<file path="src/rtl/alu_div_pkg.sv">
// alu_div_pkg: shared state encoding, default width and counter sizing for the divider
package alu_div_pkg;
    typedef enum logic [1:0] {IDLE, PREP, ITER, FIX} state_t;
    localparam int DIV_W = 32;
    function automatic int cnt_w(input int w);
        return $clog2(w + 1);
    endfunction
endpackage

</file>
<file path="src/rtl/div_step.sv">
// div_step: one restoring shift-subtract iteration on unsigned magnitudes
module div_step
    import alu_div_pkg::*;
#(
    parameter int WIDTH = DIV_W
) (
    input  logic [WIDTH-1:0] a,
    input  logic [WIDTH-1:0] q,
    input  logic [WIDTH-1:0] m,
    output logic [WIDTH-1:0] a_next,
    output logic [WIDTH-1:0] q_next
);
    logic [WIDTH:0] a_sh;
    logic           ge;
    assign a_sh   = {a, q[WIDTH-1]};
    assign ge     = a_sh >= {1'b0, m};
    assign a_next = ge ? a_sh[WIDTH-1:0] - m : a_sh[WIDTH-1:0];
    assign q_next = {q[WIDTH-2:0], ge};
endmodule

</file>
<file path="src/rtl/divide.sv">
// divide: sequential WIDTH-bit signed/unsigned restoring divider (quotient->LO, remainder->HI); define DIVIDE_ZERO_FAST_EN to skip iteration on a zero divisor
module divide
    import alu_div_pkg::*;
#(
    parameter int WIDTH = DIV_W
) (
    input  logic             clock,
    input  logic             clear_n,
    input  logic             start,
    input  logic             signed_op,
    input  logic [WIDTH-1:0] dividend,
    input  logic [WIDTH-1:0] divisor,
    output logic             busy,
    output logic             done,
    output logic [WIDTH-1:0] quotient,
    output logic [WIDTH-1:0] remainder,
    output logic             div_by_zero
);
    localparam int CW = cnt_w(WIDTH);
    state_t           state;
    logic [WIDTH-1:0] a_in, b_in, acc, q, m, a_nxt, q_nxt;
    logic [CW-1:0]    n;
    logic             sg, q_neg, r_neg, dz;

    function automatic logic [WIDTH-1:0] mag(input logic [WIDTH-1:0] x, input logic s);
        return (s && x[WIDTH-1]) ? -x : x;
    endfunction

    div_step #(.WIDTH(WIDTH)) u_step (
        .a(acc),
        .q(q),
        .m(m),
        .a_next(a_nxt),
        .q_next(q_nxt)
    );

    // capture -> magnitudes -> WIDTH iterations -> sign fix-up; a zero divisor overrides the fix-up results
    always_ff @(posedge clock or negedge clear_n) begin
        if (!clear_n) begin
            state       <= IDLE;
            busy        <= 1'b0;
            done        <= 1'b0;
            quotient    <= '0;
            remainder   <= '0;
            div_by_zero <= 1'b0;
            a_in        <= '0;
            b_in        <= '0;
            acc         <= '0;
            q           <= '0;
            m           <= '0;
            n           <= '0;
            sg          <= 1'b0;
            q_neg       <= 1'b0;
            r_neg       <= 1'b0;
            dz          <= 1'b0;
        end else begin
            done <= 1'b0;
            case (state)
                IDLE: if (start) begin
                    a_in        <= dividend;
                    b_in        <= divisor;
                    sg          <= signed_op;
                    q_neg       <= signed_op & (dividend[WIDTH-1] ^ divisor[WIDTH-1]);
                    r_neg       <= signed_op & dividend[WIDTH-1];
                    dz          <= divisor == '0;
                    div_by_zero <= 1'b0;
`ifdef DIVIDE_ZERO_FAST_EN
                    state       <= (divisor == '0) ? FIX : PREP;
                    busy        <= divisor != '0;
`else
                    state       <= PREP;
                    busy        <= 1'b1;
`endif
                end
                PREP: begin
                    acc   <= '0;
                    q     <= mag(a_in, sg);
                    m     <= mag(b_in, sg);
                    n     <= CW'(WIDTH);
                    state <= ITER;
                end
                ITER: begin
                    acc   <= a_nxt;
                    q     <= q_nxt;
                    n     <= n - 1'b1;
                    state <= (n == CW'(1)) ? FIX : ITER;
                end
                FIX: begin
                    quotient    <= dz ? '1 : (q_neg ? -q : q);
                    remainder   <= dz ? a_in : (r_neg ? -acc : acc);
                    div_by_zero <= dz;
                    done        <= 1'b1;
                    busy        <= 1'b0;
                    state       <= IDLE;
                end
                default: state <= IDLE;
            endcase
        end
    end
endmodule

</file>
<file path="config.mk">
export PLATFORM = sky130hd
export DESIGN_NAME = divide
export DESIGN_NICKNAME = d
export VERILOG_FILES = /design/src/rtl/alu_div_pkg.sv /design/src/rtl/div_step.sv /design/src/rtl/divide.sv
export SDC_FILE = /design/constraint.sdc
export NUM_CORES = 1
export LEC_CHECK = 0
export CORE_ASPECT_RATIO = 1.1
export CORE_MARGIN = 4
export CORE_UTILIZATION = 34
export CTS_CLUSTER_SIZE = 8
export DETAILED_ROUTE_END_ITERATION = 8
export HOLD_SLACK_MARGIN = 0.1
export PLACE_DENSITY = 0.54
export SYNTH_ARGS = -nofsm -noshare
export SYNTH_HDL_FRONTEND = slang
export SYNTH_HIERARCHICAL = 1
export SYNTH_SLANG_ARGS = --single-unit
export TNS_END_PERCENT = 30
</file>
<file path="constraint.sdc">
create_clock -name clock -period 3.4 [get_ports clock]
set_input_delay 0.68 -clock clock [delete_from_list [all_inputs] [get_ports clock]]
set_output_delay 0.68 -clock clock [all_outputs]
set_load 0.01 [all_outputs]
</file>
[Yosys cells after proc, flatten, opt, wreduce, memory -nomap -nowiden]
Cells that the tools add are included.
Operators by class
  reductions and logical operators: 8
  multiplexer cells: 18
  shift-type cells: 0
  bitwise operators: 3
  add/sub/neg operators: 6
  $lt $le $gt $ge: 1
  eq/ne operators: 5
  multiply operators: 0
  div/mod/pow operators: 0
Operators by type and width (count)
  two-way mux 32 bit: 7
  negator 32 bit: 4
  case mux 32 bit (2 select lines): 2
  >= comparator 33 x 32 -> 1 bit: 1
  logical NOT 32 bit: 1
  subtractor 32 bit: 1
  case mux 6 bit (2 select lines): 1
  case mux 2 bit (4 select lines): 1
  equality test 6 x 1 -> 1 bit (second input constant): 1
  subtractor 6 x 1 -> 6 bit (second input constant): 1
  equality test 2 bit (second input constant): 2
  two-way mux 1 bit: 4
  case mux 1 bit (2 select lines): 2
  AND reduction 2 bit: 2
  nonzero test 2 bit: 2
  bitwise AND 1 bit: 2
  equality test 2 x 1 -> 1 bit (second input constant): 1
  logical AND 1 bit: 2
  logical NOT 2 bit: 1
  two-way mux 2 bit: 1
  != test 2 bit (second input constant): 1
  XOR 1 bit: 1
Word-level totals
  input bits: 68
  bits in read-only memories: 0
  latch bits: 0
  output and inout bits: 67
  memory bits (writable): 0
  word-level logic and storage cells: 57
  memories: 0
  register bits: 239

[Logic depth before layout (Yosys ltp)]
  depth in word-level cells: 3
  gate-level depth with buffers: 15

[By module]
Netlist, hierarchy kept.
Modules (own cells, without submodules)
  divide: instances 1, area an instance 12570.8 um^2, cells an instance 1316
  div_step: instances 1, area an instance 2728.9 um^2, cells an instance 367

[Least setup slack after synthesis]
Ideal clock, no wire load.
  path kind: register to register
  start point: register acc[3]
  end point: register acc[2]
  stages on the path, launching flop included: 14
  data required time: 3.270 ns
  clock period less this slack: 2.816 ns
  setup slack: 0.584 ns
  data arrival time: 2.686 ns
  library setup time: 0.130 ns
  cell sequence: dfrtp_1 > ha_1 > a21o_1 > a31o_1 > o211ai_2 > a211oi_2 > nor3_4 > o211ai_4 > a21oi_4 > inv_4 > buf_12 > mux2_4 > nand3_1 > o21ai_0
Between the ends
  word-level cells in the longest chain between the ends: 3
RTL lines
  from (decl): RTL line divide.sv:21  | logic [WIDTH-1:0] a_in, b_in, acc, q, m, a_nxt, q_nxt;
  from (signal assigned): RTL line divide.sv:83  | acc <= a_nxt;
  >= comparator 33 x 32 -> 1 bit: RTL line div_step.sv:16  | assign ge = a_sh >= {1'b0, m};
  two-way mux 32 bit: RTL line div_step.sv:17  | assign a_next = ge ? a_sh[WIDTH-1:0] - m : a_sh[WIDTH-1:0];
  via a_nxt[2]: RTL line divide.sv:21
  case mux 32 bit (2 select lines): RTL line divide.sv:58  | case (state)
The timed path passes the listed nets, and every way through them passes these cells.
A chain may end at the register's enable or synchronous reset.

[Final worst setup path]
  start point: register acc[5]
  end point: register acc[24]
Between the ends
  word-level cells in the longest chain between the ends: 3
RTL lines (RTL line)
  subtractor 32 bit / >= comparator 33 x 32 -> 1 bit (equally long branches): div_step.sv:17, div_step.sv:16
  two-way mux 32 bit *: div_step.sv:17
  via a_nxt[24]: divide.sv:21
  case mux 32 bit (2 select lines) *: divide.sv:58
The timed path passes the listed nets; every way through them passes the cells marked *.

==> results.py <==
metrics = {
    "routing": {
        "dr.pass1.iters": 6,
        "viasPerCell": 5.33,
        "finalWirelength_um": 45100,
        "drc_errors": 0,
        "antenna_left": 0,
        "vias": 12638,
        "wire_per_inst_um": 19.0,
        "drtIter0Drc": 777,
    },
    "placed_design": {
        "gp_congestion": 0.908,
        "dpl.hpwl_um": 34200,
        "numPortBuffers": 134,
    },
    "run_status": {
        "status": "finished, final reports clean",
    },
    "clock_tree": {
        "cts_tree": "built",
        "clk_path_buf_depth": 3,
        "clock_latency_ps": 550,
        "cts_made_buffers": 37,
        "root_buffer": "clkbuf_16",
        "clock-sinks": 239,
        "cts_max_level": 2,
        "clk_pin_slew_ps": 60,
    },
    "timing": {
        "hold_viol_final": 0,
        "max-slew-margin-rel_pct": 42.8,
        "rsz0062_at_grt": "false",
        "setup_violations": 0,
        "tns_ps": 0,
        "finClkSkew_ps": 23.4,
        "worstMarginPinSlew_ps": 858,
        "fmax_mhz": 313,
        "finalCriticalPeriod_ps": 3190,
        "hold_ws_ps": 175,
        "finalCritPeriodShare_pct": 93.9,
        "finalMaxSlewViolations": 0,
    },
    "synthesis": {
        "ys_top_cells_by_area": "dfrtp_1 39%, mux2_2 6.6%, xnor2_1 4.7%",
        "avgSynthCellArea_um2": 9.09,
        "async_flop_share_pct": 100,
        "synth.ff_latch_count": 239,
        "synthCells": 1683,
        "yosysSeqAreaShare_pct": 39.1,
        "yosysTopAreaCell": "dfrtp_1",
        "ys_types": 82,
        "synth_nets": 1794,
        "synth_edf_count": 0,
        "synth_top_area_share_pct": 39.1,
        "syn-cell-area_um2": 15300,
        "ys.flop_type": "dfrtp_1",
        "ys.warnings.count": 6,
    },
    "global_route": {
        "antenna_found_initial": 0,
        "track_usage_pct": 18.3,
        "grt_max_degree": 93,
        "grt-ovfl-total": 0,
        "grt_pass1_vias": 12554,
        "grt_pass1_wl_um": 71400,
    },
    "critical_path": {
        "required_ps": 3780,
        "crit_fanout": 5,
        "worstPathArrival_ps": 3570,
        "rr_startpoint": "acc[5]",
        "r2r-end": "acc[24]",
        "ff2ff_path_depth": 14,
        "reg2reg_slack_ps": 210,
        "endpoint_kind": "register",
        "start_kind": "register",
        "worstSetupPathType": "register to register",
    },
    "floorplanning": {
        "start_util_pct": 34.4,
        "die_w_um": 210,
        "die-area_um2": 48500,
        "num_io_pins": 135,
        "core_area_um2": 44500,
        "die_h_um": 230,
        "std_cell_rows": 81,
    },
    "power": {
        "p_per_area_nw_per_um2": 908,
        "p_leak_nw": 7.62,
        "vdd_drop_max_mv": 0.539,
    },
    "layout": {
        "drive_gt1_share_pct": 13.9,
        "n_antenna_cell": 0,
        "nFillCells": 4390,
        "seqCellArea_um2": 5980,
        "layout.nets": 1894,
        "multiInputGateArea_um2": 8260,
        "area_delta_synth_final_pct": 19.6,
    },
    "hold_path": {
        "min_path_type": "input port to asynchronous set/reset pin",
    },
    "flow_run": {
        "maxCapViolCount": 0,
    },
}
report_power, final:
| group | internal [mW] | switching (mW) | total (mW) |
|---|---|---|---|
| combinational | 3.44 | 4.14 | 7.57 |
| clock | 2.14 | 1.29 | 3.43 |
| sequential | 4.07 | 1.53 | 5.60 |
| total | 9.65 | 6.96 | 16.6 |
state kept, by name, summed over array words and instances, names as in the netlist, 2 cells and up:
name       cells
a_in          32
acc           32
b_in          32
m             32
q             32
quotient      32
remainder     32
n              6
state          2
what timing repair did:
item                                    CTS  global route
buffers inserted                          0             2
gates resized for setup                   0             2
endpoints found under the hold margin     0             0
endpoints found under the setup margin    0            15
hold buffers                              0             0
synth_stat cells, types with 10 or more instances:
master      n
nor4_1     27
nand4_1    28
o21ai_0   137
or3_1      12
o41ai_1    27
mux2i_1    14
clkbuf_1   63
nor3_1     32
nand3_1    81
xor2_1     44
a21oi_1    99
o31ai_1    27
mux2_4     24
xnor2_1    82
dfrtp_1   239
and3_1     11
a31oi_1    31
ha_1       42
nand2_1   131
buf_2      10
buf_4      32
buf_1      16
mux2_2     89
nor3b_1    10
nor2_1    105
o221ai_1   12
nand2b_1   11
inv_1     113
worst max-delay path by stage:
| stage | from | end | slack, ps | cells past startpoint |
|---|---|---|---|---|
| floorplan | acc[3] | acc[2] | 580 | 13 |
| global placement | acc[19] | acc[18] | 200 | 13 |
| detailed placement | acc[19] | acc[2] | 160 | 13 |
| CTS | acc[19] | acc[2] | 140 | 13 |
| global route | acc[5] | acc[24] | 2 | 14 |
| finish | acc[5] | acc[24] | 210 | 14 |
metal layers:
| layer | up-vias | part of all wire (%) | track usage, % |
|---|---|---|---|
| met1 | 6041 | 44 | 23.9 |
| met3 | 80 | 4.8 | 3.25 |
| met4 | 0 | 4.8 | 7.93 |
| met5 | - | 0 | 0 |
| met2 | 338 | 46 | 29.7 |
| li1 | 6179 | - | - |
cell usage in the layout (no fill, tap or decap), drive strengths merged, types with 9 or more instances in the layout:
| cell | Yosys | layout |
|---|---|---|
| dfrtp | 239 | 239 |
| o21ai | 140 | 140 |
| clkdlybuf4s50 | 0 | 133 |
| nand2 | 132 | 132 |
| inv | 114 | 115 |
| mux2 | 113 | 113 |
| nor2 | 106 | 106 |
| a21oi | 100 | 100 |
| xnor2 | 82 | 82 |
| nand3 | 81 | 81 |
| buf | 63 | 56 |
| xor2 | 44 | 44 |
| clkbuf | 65 | 44 |
| ha | 42 | 42 |
| nor3 | 33 | 33 |
| a31oi | 31 | 31 |
| nor4 | 29 | 29 |
| nand4 | 28 | 28 |
| o41ai | 28 | 28 |
| o31ai | 27 | 27 |
| mux2i | 14 | 14 |
| or3 | 12 | 12 |
| o221ai | 12 | 12 |
| and3 | 12 | 12 |
| nand2b | 11 | 11 |
| a21o | 11 | 11 |
| or4 | 11 | 11 |
| nor3b | 10 | 10 |
| nor2b | 9 | 9 |
| o211ai | 9 | 9 |
critical path, stage by stage (launching register included):
cell,delay (ps)
dfrtp_1,440
ha_1,330
buf_4,160
o21a_1,160
o211ai_1,300
o22ai_1,150
nor3_1,250
nor2_2,50
buf_4,160
buf_4,130
a2111oi_0,370
nor3_1,110
mux2_4,270
nand3_1,70
o21ai_0,90
cell families after synthesis:
logic type / synth area share (%)
simple gates: 16.7
compound gates: 16.3
buf+inv: 7.25
flops: 39.1
mux: 9.82
xor+xnor: 7.21
fa+ha+maj: 3.57
stage by stage:
step           power [mW]  setup WS (ps)  area, um^2  std cells  util (%)
6_report             16.6            209       18300       2372      41.1
5_1_grt              17.9           2.06       18300       2372      41.1
4_1_cts              16.8            143       18300       2370      41.1
3_5_place_dp         13.2            160       17200       2323      38.7
3_3_place_gp         13.1            197       17200       2323      38.7
2_1_floorplan        10.6            584       15300       1683         -
cell type report:
| type | instances | area share (%) |
|---|---|---|
| clock inverters | 3 | 0.260 |
| flip-flops and latches | 239 | 32.7 |
| multi-input cells | 1202 | 45.1 |
| clock buffers | 44 | 5.55 |
| repair buffers | 189 | 10.0 |
| well taps | 581 | 3.97 |
| inverters | 114 | 2.35 |
Power figures use the tool's default switching activity.
